<file path="src/rtl/alu_defs.sv">
// Shared opcode, width and request-layout definitions for the ALU issue path.
package alu_defs;

  localparam int unsigned DATA_W = 32;
  localparam int unsigned REQ_W  = 2 * DATA_W + 2;

  localparam logic [1:0] OP_ADD = 2'd0;
  localparam logic [1:0] OP_AND = 2'd1;
  localparam logic [1:0] OP_NOT = 2'd2;
  localparam logic [1:0] OP_RSV = 2'd3;

  typedef struct packed {
    logic [DATA_W-1:0] a;
    logic [DATA_W-1:0] b;
    logic [1:0]        op;
  } alu_req_t;

  typedef enum logic {StEmpty, StFull} out_state_e;

endpackage

</file>
<file path="src/rtl/alu_req_fifo.sv">
// Request FIFO: storage, wrapping pointers, occupancy and upstream ready.
module alu_req_fifo
  import alu_defs::*;
#(
  parameter int unsigned DEPTH = 4,
  parameter int unsigned PTR_W = 2
) (
  input  logic             clk,
  input  logic             reset,
  input  logic             push_i,
  input  logic             pop_i,
  input  logic [REQ_W-1:0] wdata_i,
  output logic [REQ_W-1:0] head_o,
  output logic [PTR_W:0]   level_o,
  output logic             in_ready_o
);

  localparam logic [PTR_W:0] FullLevel = (PTR_W + 1)'(DEPTH);

  logic [REQ_W-1:0] mem_q [DEPTH];
  logic [PTR_W-1:0] wr_ptr_q, wr_ptr_d;
  logic [PTR_W-1:0] rd_ptr_q, rd_ptr_d;
  logic [PTR_W:0]   level_q, level_d;
  logic             push, pop;

  // Ready comes from registered level only, so a full FIFO stays not-ready during a pop.
  assign in_ready_o = (level_q != FullLevel);
  assign push       = push_i & in_ready_o;
  assign pop        = pop_i & (level_q != '0);
  assign level_o    = level_q;
  assign head_o     = (level_q != '0) ? mem_q[rd_ptr_q] : '0;

  always_comb begin
    wr_ptr_d = wr_ptr_q;
    rd_ptr_d = rd_ptr_q;
    level_d  = level_q;
    if (push) wr_ptr_d = wr_ptr_q + 1'b1;
    if (pop)  rd_ptr_d = rd_ptr_q + 1'b1;
    unique case ({push, pop})
      2'b10:   level_d = level_q + 1'b1;
      2'b01:   level_d = level_q - 1'b1;
      default: level_d = level_q;
    endcase
  end

  always_ff @(posedge clk) begin
    if (reset) begin
      wr_ptr_q <= '0;
      rd_ptr_q <= '0;
      level_q  <= '0;
    end else begin
      wr_ptr_q <= wr_ptr_d;
      rd_ptr_q <= rd_ptr_d;
      level_q  <= level_d;
    end
  end

  always_ff @(posedge clk) begin
    if (push) mem_q[wr_ptr_q] <= wdata_i;
  end

endmodule

</file>
<file path="src/rtl/alu32_issue_queue.sv">
// Issue queue feeding a combinational 32-bit ALU; head drives the ALU, result is registered.
module alu32_issue_queue
  import alu_defs::*;
#(
  parameter int unsigned DEPTH = 4,
  parameter int unsigned PTR_W = 2
) (
  input  logic              clk,
  input  logic              reset,
  input  logic              in_valid,
  output logic              in_ready,
  input  logic [DATA_W-1:0] in_a,
  input  logic [DATA_W-1:0] in_b,
  input  logic [1:0]        in_op,
  output logic [DATA_W-1:0] alu_a,
  output logic [DATA_W-1:0] alu_b,
  output logic [1:0]        alu_op,
  input  logic [DATA_W-1:0] alu_result,
  input  logic              alu_carry,
  output logic              out_valid,
  input  logic              out_ready,
  output logic [DATA_W-1:0] out_result,
  output logic              out_carry,
  output logic              out_err,
  output logic [PTR_W:0]    level
);

  alu_req_t          wreq, head;
  logic [REQ_W-1:0]  head_bits;
  logic              load;
  out_state_e        state_q, state_d;
  logic [DATA_W-1:0] result_q, result_d;
  logic              carry_q, carry_d;
  logic              err_q, err_d;

  assign wreq = '{a: in_a, b: in_b, op: in_op};

  alu_req_fifo #(
    .DEPTH (DEPTH),
    .PTR_W (PTR_W)
  ) u_fifo (
    .clk        (clk),
    .reset      (reset),
    .push_i     (in_valid),
    .pop_i      (load),
    .wdata_i    (wreq),
    .head_o     (head_bits),
    .level_o    (level),
    .in_ready_o (in_ready)
  );

  assign head   = alu_req_t'(head_bits);
  assign alu_a  = head.a;
  assign alu_b  = head.b;
  assign alu_op = head.op;

  assign out_valid  = (state_q == StFull);
  assign load       = (level != '0) & (~out_valid | out_ready);
  assign out_result = result_q;
  assign out_carry  = carry_q;
  assign out_err    = err_q;

  always_comb begin
    state_d  = state_q;
    result_d = result_q;
    carry_d  = carry_q;
    err_d    = err_q;
    unique case (state_q)
      StEmpty: if (load) state_d = StFull;
      StFull:  if (out_ready) state_d = load ? StFull : StEmpty;
      default: state_d = StEmpty;
    endcase
    if (load) begin
      // Reserved op never exposes the ALU output.
      result_d = (head.op == OP_RSV) ? '0 : alu_result;
      carry_d  = (head.op == OP_ADD) ? alu_carry : 1'b0;
      err_d    = (head.op == OP_RSV);
    end
  end

  always_ff @(posedge clk) begin
    if (reset) begin
      state_q  <= StEmpty;
      result_q <= '0;
      carry_q  <= 1'b0;
      err_q    <= 1'b0;
    end else begin
      state_q  <= state_d;
      result_q <= result_d;
      carry_q  <= carry_d;
      err_q    <= err_d;
    end
  end

endmodule

</file>
<file path="config.mk">
export PLATFORM = sky130hd
export DESIGN_NAME = alu32_issue_queue
export DESIGN_NICKNAME = d
export VERILOG_FILES = /design/src/rtl/alu_defs.sv /design/src/rtl/alu_req_fifo.sv /design/src/rtl/alu32_issue_queue.sv
export SDC_FILE = /design/constraint.sdc
export NUM_CORES = 1
export LEC_CHECK = 0
export CAP_MARGIN = 20
export CORE_UTILIZATION = 56
export CTS_BUF_LIST = sky130_fd_sc_hd__clkbuf_16
export CTS_CLUSTER_DIAMETER = 80
export DETAILED_ROUTE_END_ITERATION = 12
export PLACE_DENSITY = 0.87
export RECOVER_POWER = 50
export SYNTH_ARGS = -nofsm -noshare
export SYNTH_HDL_FRONTEND = slang
export SYNTH_SLANG_ARGS = --single-unit
</file>
<file path="constraint.sdc">
create_clock -name clk -period 7.4 [get_ports clk]
set_input_delay 0.74 -clock clk [delete_from_list [all_inputs] [get_ports clk]]
set_output_delay 0.74 -clock clk [all_outputs]
set_load 0.02 [all_outputs]
</file>
## Yosys cells after proc, flatten, opt, wreduce, memory -nomap -nowiden

Memory sizes are Yosys's and may differ from the RTL's. A register that Yosys moved wholly into a read port is not among the register bits.
Index checks and enable logic that the tools add are counted.
Widths: inputs -> output; s select.

- Bits in registers: 42
- Bits in writable memories: 264
- Bits of input ports: 103
- Output and inout port bits: 105
- Word-level logic and storage cells: 35
- Memories kept: 1

- Add/sub/neg operators: 4
- Equal/unequal tests: 4
- Multiplexer cells: 11
- Bitwise operators: 5
- Reductions and logical operators: 3

Memory list:

| name | depth | width | rd ports | clocked after Yosys merged registers in | write ports | RTL line | text |
|---|---|---|---|---|---|---|---|
| u_fifo.mem_q | 4 | 66 | 1 | 1 | 1 | alu_req_fifo.sv:20 | `logic [REQ_W-1:0] mem_q [DEPTH];` |

Operators by type and width:

| cell | count |
|---|---|
| $mux 66 | 1 |
| $mux 32 | 1 |
| $pmux 3 s2 | 1 |
| $mux 1 | 5 |
| $add 2x1->2 const B | 2 |
| $eq 2x2->1 const B | 2 |
| $mux 2 | 2 |
| $add 3x1->3 const B | 1 |
| $and 1x1->1 | 3 |
| $ne 3x3->1 const B | 1 |
| $reduce_bool 3->1 | 1 |
| $sub 3x1->3 const B | 1 |
| $eq 2x1->1 const B | 1 |
| $logic_not 2->1 | 1 |
| $pmux 1 s2 | 1 |
| $reduce_bool 2->1 | 1 |
| $not 1->1 | 1 |
| $or 1x1->1 | 1 |

## Depth between registers and ports, before layout

Gate-level depths: netlist of the first run.

- Depth after elaboration: 6
- Mapped depth: 9
- Gate-level depth less buffers: 8

## Hierarchy

From an unflattened synthesis of the first run, not the netlist that was laid out.

- Cells, all modules: 634
- Area total of the unflattened synthesis: 11888.9 um^2

By module, submodules not included:

| module | instances | cells each | area an instance (um^2) | sequential area each (um^2) |
|---|---|---|---|---|
| alu_req_fifo | 1 | 471 | 10436.3 | 8107.8 |
| alu32_issue_queue | 1 | 163 | 1452.6 | 700.7 |

## Worst setup path after synthesis of the first run

OpenSTA, ideal clock, no wires.

- Path type: register to register
- Start point: reg u_fifo.level_q[0] (netlist: u_fifo.level_o[0])
- End point: mem u_fifo.mem_q[0][0] (netlist bit) (enable)
- Library setup time: 0.431 ns
- Data arrival time: 2.715 ns
- Required time: 6.969 ns
- Slack: 4.253 ns
- Stages on the path, launching flop included: 4
- Path buffers: 1
- Clock period less this slack: 3.147 ns
- Cells stage by stage: dfxtp_1 or3b_1 clkbuf_1 and3_1

- Longest elaborated chain between the ends: 4

Ends and longest elaborated chain:

| element | RTL line | text |
|---|---|---|
| start, declared | alu_req_fifo.sv:23 | `logic [PTR_W:0] level_q, level_d;` |
| start signal, assigned | alu_req_fifo.sv:54 | `level_q <= level_d;` |
| $ne 3x3->1 | alu_req_fifo.sv:27 | `assign in_ready_o = (level_q != FullLevel);` |
| named net in_ready | alu32_issue_queue.sv:11 | `output logic in_ready,` |
| $and 1x1->1 | alu_req_fifo.sv:28 | `assign push = push_i & in_ready_o;` |
| $mux 1 | alu_req_fifo.sv:59 | `if (push) mem_q[wr_ptr_q] <= wdata_i;` |
| $mux 1 (implied by the code) | alu_req_fifo.sv:59 |  |
| end, declared | alu_req_fifo.sv:20 |  |

The timed path passes the listed nets, and every way through them passes these cells.

## Worst setup path in the final report of the first run

- Start point: reg u_fifo.level_q[0] (netlist: u_fifo.level_o[0])
- End point: out alu_b[5]

- Longest elaborated chain between the ends: 2

Ends and longest elaborated chain:

| element | RTL line | text |
|---|---|---|
| $reduce_bool 3->1 | alu_req_fifo.sv:31 | `assign head_o = (level_q != '0) ? mem_q[rd_ptr_q] : '0;` |
| $mux 66 | alu_req_fifo.sv:31 |  |
| end, declared | alu32_issue_queue.sv:16 | `output logic [DATA_W-1:0] alu_b,` |

No other way between the ends.

==> results.json, run 1 <==
{
  "tritoncts_clock_tree": "yes",
  "reg2reg_depth": 2,
  "vdd_drop_max_mv": 0.2892,
  "io_buffer_count": 207,
  "yosys_register_bits": 308,
  "filler_cell_count": 1197,
  "syn_nets": 675,
  "postCtsResizedCells": 0,
  "crit_chain": "or3_1 > clkbuf_1 > and2_1 > clkdlybuf4s50_1",
  "slew_violations": 134,
  "grt_overflow": 0,
  "critical_path_buffers_and_inverters": 2,
  "worst-endpoint-required_ns": 6.66,
  "power_per_standard_cell_area_mw_per_mm2": 377.7,
  "cts_htree_levels": 1,
  "critical_path.slowest_cell": "sky130_fd_sc_hd__clkbuf_1",
  "regToRegSetupSlack_ns": 3.50,
  "vias_per_std_cell": 5.664,
  "synth_sequential_area_ratio": 0.7514,
  "min-delay-start": "out_result[27]",
  "routed_wirelength_um": 22680,
  "synth_cell_type_count": 33,
  "clk_root_buffer_cell": "sky130_fd_sc_hd__clkbuf_16",
  "floorplan.io_pins": 208,
  "start_kind": "flop",
  "timing.final.setup_violations": 0,
  "cts.sink_count": 308,
  "vias": 6032,
  "holdPathEnd": "out_result[27]",
  "antenna_violations_before_repair": 4,
  "crit_fanout": 37,
  "failed_checks": "capacitance limit, slew limit",
  "clk_path_buf_depth": 3,
  "cap_violations": 2,
  "syn2layout_area_growth_pct": 26.13,
  "cts_hold_buffers": 0,
  "timing.setup.critical_path_class": "reg -> out",
  "path_clk_slew_ns": 0.06,
  "cell_depth_of_the_worst_min_delay_path": 1,
  "crit_path_end_kind": "output pin",
  "yosys_warnings": 0,
  "layout.cells.most_common_list": "sky130_fd_sc_hd__edfxtp_1 (264), sky130_fd_sc_hd__clkdlybuf4s50_1 (110), sky130_fd_sc_hd__dlygate4sd3_1 (97)",
  "hold_crit_path_type": "reg -> reg",
  "layoutNonFillerInstCount": 1065,
  "slew_headroom": -1.315,
  "rsz0062_at_grt": "false",
  "chipWidth_um": 146.7,
  "overall_fraction_of_global_route_tracks_in_use": 0.2147,
  "grt_pass1_wl_um": 35420,
  "period_share": 0.6337,
  "report.power.total_uw": 5585,
  "worst_pin_slew_ns": 3.472,
  "ff_latch_area_sq_mm": 0.008816,
  "max_stage_delay_ns": 1.13,
  "crit_family": "buffers and inverters",
  "run_status": "finished, violations left",
  "fp.dieArea_sq_mm": 0.02152,
  "drc_errors": 0,
  "clk_latency_ns": 0.53,
  "number_of_global_route_vias_before_repair": 6565,
  "design.core.area_sq_mm": 0.02036,
  "drtPass1Iterations": 5,
  "total_setup_buffers_inserted_after_cts": 0,
  "power_leakage_uw": 0.004909,
  "nNetsFinal": 882,
  "layout_min_cycle_time_ns": 4.690,
  "drive_gt1_frac": 0.1465,
  "placer_congestion_estimate": 0.8070,
  "cts_buffers": 30,
  "floorplan.initialDensity": 0.5756,
  "pin_count_of_the_biggest_net_entering_global_routing": 68,
  "placed_wire_length_estimate_after_detailed_placement_um": 13640,
  "chipHeight_um": 146.7,
  "post_synth.cell_area_avg_sq_um": 20.71,
  "post-place-cells": 1011,
  "syn_inst": 566,
  "syn_area_sq_mm": 0.01172,
  "total_count_of_hold_check_failures_in_the_final_report": 0,
  "worst_r2r_startpoint": "u_fifo.level_o[0]",
  "max_freq_mhz": 213.2,
  "num_rows": 52,
  "setup_total_negative_slack_ns": 0,
  "final_common_cell": "sky130_fd_sc_hd__edfxtp_1",
  "drt_iter0_drc": 313,
  "routedWlPerCell_um": 21.29,
  "ant_nets_after_route": 0,
  "timing.clock.skew_ns": 0.009393,
  "rr_endpoint": "u_fifo.mem_q[2][49]",
  "multiInputGateArea_sq_mm": 0.002626,
  "worst_ep_arrival_time_ns": 3.95
}
area by class of cell:
class / count / area share
Sequential cell: 308 / 0.5963
Multi-Input combinational cell: 217 / 0.1776
Timing Repair Buffer: 210 / 0.1414
Clock buffer: 32 / 0.05416
Tap cell: 270 / 0.02285
Clock inverter: 19 / 0.005670
Inverter: 6 / 0.001523
Antenna cell: 3 / 0.0005077
cell families after synthesis:
logic type / Yosys count / synth area share
buf+inv: 41 / 0.02583
xor+xnor: 2 / 0.001495
mux: 67 / 0.1287
simple gates: 94 / 0.04867
fa+ha+maj: 6 / 0.007045
flops: 308 / 0.7514
compound gates: 48 / 0.03682
state kept, by name, indices dropped and copies added (netlist names), named ones only:
| name | count |
|---|---|
| out_err | 1 |
| out_valid | 1 |
| u_fifo.wr_ptr_q | 2 |
| u_fifo.rd_ptr_q | 2 |
| out_carry | 1 |
| out_result | 32 |
| u_fifo.level_o | 3 |
| u_fifo.mem_q | 264 |
through the flow:
stage	setup WS [ns]	hold slack, ns	instance area [sq um]	util
2_1_floorplan	4.253	0.4529	11720	-
3_3_place_gp	3.756	0.4472	13900	0.6826
3_5_place_dp	3.719	0.4577	13920	0.6836
4_1_cts	3.158	0.4728	14810	0.7270
5_1_grt	2.388	0.4862	14780	0.7259
6_report	2.710	0.4632	14790	0.7260
cell usage after synthesis:
cell	number	area share
sky130_fd_sc_hd__nor3_1	1	0.00043
sky130_fd_sc_hd__a21oi_1	8	0.0034
sky130_fd_sc_hd__inv_1	6	0.0019
sky130_fd_sc_hd__buf_6	7	0.0067
sky130_fd_sc_hd__nand2_1	5	0.0016
sky130_fd_sc_hd__nand2b_1	3	0.0016
sky130_fd_sc_hd__dfxtp_1	44	0.075
sky130_fd_sc_hd__or3_1	3	0.0016
sky130_fd_sc_hd__mux4_2	67	0.13
sky130_fd_sc_hd__ha_1	5	0.0053
sky130_fd_sc_hd__o21ai_0	2	0.00085
sky130_fd_sc_hd__buf_2	12	0.0051
sky130_fd_sc_hd__o31ai_1	1	0.00064
sky130_fd_sc_hd__fa_1	1	0.0017
sky130_fd_sc_hd__and2_1	66	0.035
sky130_fd_sc_hd__or3b_1	1	0.00075
sky130_fd_sc_hd__o22ai_1	1	0.00053
sky130_fd_sc_hd__xor2_1	2	0.0015
sky130_fd_sc_hd__a21oi_4	1	0.0014
sky130_fd_sc_hd__buf_1	3	0.00096
sky130_fd_sc_hd__nor3_2	1	0.00085
sky130_fd_sc_hd__nand3_1	3	0.0013
sky130_fd_sc_hd__a21o_1	2	0.0013
sky130_fd_sc_hd__nor2_1	4	0.0013
sky130_fd_sc_hd__nor2b_1	1	0.00053
sky130_fd_sc_hd__o32ai_2	1	0.0014
sky130_fd_sc_hd__or4_1	1	0.00064
sky130_fd_sc_hd__clkbuf_1	8	0.0026
sky130_fd_sc_hd__a32o_1	32	0.027
sky130_fd_sc_hd__nand4b_1	1	0.00075
sky130_fd_sc_hd__and3_1	4	0.0021
sky130_fd_sc_hd__buf_12	5	0.0085
sky130_fd_sc_hd__edfxtp_1	264	0.68
layer usage:
metal  global-route usage  vias up  part of all wire
met5                    0        -           0.00049
met4              0.06563        2             0.020
met3              0.03875       38             0.055
met2               0.3808      216              0.53
met1               0.2689     3051              0.40
li1                     -     2725                 -
worst max-delay path by stage:
| stage | startpoint | end | slack (ns) | depth (start not counted) |
|---|---|---|---|---|
| 2_1_floorplan | u_fifo.level_o[0] | u_fifo.mem_q[0][0] | 4.25 | 3 |
| 3_3_place_gp | flop | alu_a[30] | 3.76 | 4 |
| 3_5_place_dp | flop | alu_op[0] | 3.72 | 4 |
| 4_1_cts | flop | alu_op[0] | 3.16 | 4 |
| 5_1_grt | u_fifo.level_o[0] | alu_a[30] | 2.39 | 4 |
| 6_report | u_fifo.level_o[0] | alu_b[5] | 2.71 | 4 |
power breakdown:
group | switching, uW | total [uW] | internal (uW)
combinational | 977 | 1940 | 966
clock | 591 | 1360 | 769
sequential | 163 | 2280 | 2120
total | 1730 | 5580 | 3850
No activity file was read; power rests on OpenSTA's default activity.
==> inputs of run 2 (changes only) <==
--- a/config.mk
+++ b/config.mk
@@ -6,11 +6,11 @@
 export NUM_CORES = 1
 export LEC_CHECK = 0
 export CAP_MARGIN = 20
-export CORE_UTILIZATION = 56
+export CORE_UTILIZATION = 47
 export CTS_BUF_LIST = sky130_fd_sc_hd__clkbuf_16
 export CTS_CLUSTER_DIAMETER = 80
 export DETAILED_ROUTE_END_ITERATION = 12
-export PLACE_DENSITY = 0.87
+export PLACE_DENSITY = 0.78
 export RECOVER_POWER = 50
 export SYNTH_ARGS = -nofsm -noshare
 export SYNTH_HDL_FRONTEND = slang
==> constraint.sdc (replaced) <==
create_clock -name clk -period 4.17 [get_ports clk]
set_input_delay 0.417 -clock clk [delete_from_list [all_inputs] [get_ports clk]]
set_output_delay 0.417 -clock clk [all_outputs]
set_load 0.02 [all_outputs]
==> run 2 against run 1 <==
The flow still finishes with violations (capacitance limit, slew limit). First-iteration DRC count is 57% higher. Sequential cell count unchanged. Highest routed layer is now met4. Largest power group unchanged. Final area rose by 0.82%. Largest cell class unchanged. Sequential share of layout area decreased by 0.49 points. Total power is 80% higher. Clock power is 87% higher. Count of clock-buffer cells in the layout down 1.
==> results.json, run 2 (synthesis results as in run 1) <==
{
  "timing.setup.critical_path_class": "reg -> out",
  "global_route.peak_usage_layer": "met2",
  "post-place-ws_ns": 1.344,
  "layout.cells.most_common_list": "sky130_fd_sc_hd__edfxtp_1 (264), sky130_fd_sc_hd__dlygate4sd3_1 (104), sky130_fd_sc_hd__clkdlybuf4s50_1 (103)",
  "design.core.area_sq_mm": 0.02439,
  "tritoncts_clock_tree": "yes",
  "drc_errors": 0,
  "post-route-worst-setup-slack_ns": 0.8854,
  "io_buffer_count": 207,
  "timing.clock.skew_ns": 0.01122,
  "ff_latch_area_sq_mm": 0.008816,
  "vias": 6038,
  "cap_violations": 3,
  "max_stage_delay_ns": 0.75,
  "grt.met3_usage": 0.03610,
  "cts_hold_buffers": 0,
  "crit_family": "buffers and inverters",
  "overall_fraction_of_global_route_tracks_in_use": 0.1823,
  "largest_register_ff_count": 264,
  "chipHeight_um": 159.9,
  "power_leakage_uw": 0.004948,
  "slew_violations": 201,
  "cts.sink_count": 308,
  "cts_htree_levels": 1,
  "cts_buffers": 30,
  "syn2layout_area_growth_pct": 27.16,
  "postCtsResizedCells": 0,
  "grt_pass1_wl_um": 36060,
  "final_common_cell": "sky130_fd_sc_hd__edfxtp_1",
  "ant_nets_after_route": 0,
  "power_per_standard_cell_area_mw_per_mm2": 673.4,
  "antenna_violations_before_repair": 1,
  "vias_per_std_cell": 5.396,
  "critical_path_buffers_and_inverters": 2,
  "grt.met2_usage": 0.3198,
  "worst_pin_slew_ns": 1.808,
  "nNetsFinal": 883,
  "seq_power_share": 0.394,
  "rsz0062_at_grt": "false",
  "period_share": 0.7877,
  "clk_path_buf_depth": 3,
  "grt_overflow": 0,
  "num_rows": 57,
  "pin_count_of_the_biggest_net_entering_global_routing": 68,
  "timing.final.setup_violations": 0,
  "routed_wirelength_um": 23140,
  "finalCoreUtilization": 0.6112,
  "drive_gt1_frac": 0.1486,
  "p_int_uw": 6977,
  "clk_root_buffer_cell": "sky130_fd_sc_hd__clkbuf_16",
  "total_count_of_hold_check_failures_in_the_final_report": 0,
  "slew_headroom": -0.2054,
  "switching_power_uw": 3061,
  "crit_path_end_kind": "output pin",
  "hold_crit_path_type": "reg -> reg",
  "number_of_global_route_vias_before_repair": 6449,
  "filler_cell_count": 1745,
  "report.power.total_uw": 10040,
  "floorplan.initialDensity": 0.4806,
  "placer_congestion_estimate": 0.9603,
  "drt_iter0_drc": 490,
  "detailed_place.area_sq_mm": 0.01398,
  "crit_chain": "or3_2 > buf_4 > and2_1 > clkdlybuf4s50_1",
  "start_kind": "flop",
  "worst-endpoint-required_ns": 3.75,
  "vdd_drop_max_mv": 0.4474,
  "register_containing_the_most_flip_flops_in_the_final_layout": "u_fifo.mem_q",
  "critical_path.slowest_cell": "sky130_fd_sc_hd__or3_2",
  "multiInputGateArea_sq_mm": 0.002621,
  "clk_latency_ns": 0.53,
  "setup_total_negative_slack_ns": 0,
  "crit_fanout": 46,
  "path_clk_slew_ns": 0.06,
  "comb_power_share": 0.353,
  "max_freq_mhz": 304.5,
  "failed_checks": "capacitance limit, slew limit",
  "floorplan.io_pins": 208,
  "worst_ep_arrival_time_ns": 2.87,
  "chipWidth_um": 159.9,
  "met1_usage": 0.2351,
  "layout_min_cycle_time_ns": 3.285,
  "placed_wire_length_estimate_after_detailed_placement_um": 13910,
  "run_status": "finished, violations left",
  "drtPass1Iterations": 5,
  "fp.dieArea_sq_mm": 0.02558,
  "clockPowerShare": 0.253,
  "total_setup_buffers_inserted_after_cts": 0,
  "routedWlPerCell_um": 20.68,
  "fin_area_sq_mm": 0.01491,
  "switching_share_of_power": 0.3050
}
run 2: cell types whose count changed in the layout (fill, tap and decap cells not counted), sizes merged, moves of 3 or more:
cell / before / now
dlygate4sd3: 97 / 104
clkdlybuf4s50: 110 / 103
inv: 18 / 14
bufinv: 0 / 3
run 2: path summary, 6_finish.rpt:
check	startpoint	end	slack, ns	cells past startpoint
max	u_fifo.level_o[0]	alu_a[26]	0.89	4
min	out_result[13]	out_result[13]	0.46	1
max reg2reg	u_fifo.level_o[0]	u_fifo.mem_q[2][44]	1.47	2
min reg2reg	out_result[13]	out_result[13]	0.46	1
run 2: per-stage QoR:
step / instances / hold slack [ns]
finish: 1119 / 0.4562
global route: 1118 / 0.4710
CTS: 1118 / 0.4676
detailed placement: 1066 / 0.4539
global placement: 1066 / 0.4474
floorplan: 566 / 0.4529
run 2: per-layer routing:
layer / part of all wire / vias up
met5: 0 / -
met4: 0.015 / 0
met3: 0.062 / 31
met2: 0.52 / 212
met1: 0.41 / 3080
li1: - / 2715
run 2: power by group through the flow:
| stage | Clock [uW] | Sequential, uW | Combinational (uW) |
|---|---|---|---|
| 2_1_floorplan | 0 | 4070 | 2200 |
| 3_3_place_gp | 0 | 3990 | 3570 |
| 3_5_place_dp | 0 | 4030 | 3630 |
| 4_1_cts | 2600 | 3970 | 3650 |
| 5_1_grt | 2730 | 4000 | 3770 |
| 6_report | 2540 | 3960 | 3540 |
run 2: cell type report:
type                       instances  area share
sequential                       308      0.5914
tap                              324     0.02719
multi-input combinational        217      0.1758
clock buffer                      31     0.05204
timing repair buffer             211      0.1410
clock inverter                    21     0.01083
antenna                            1   0.0001679
inverter                           6    0.001511
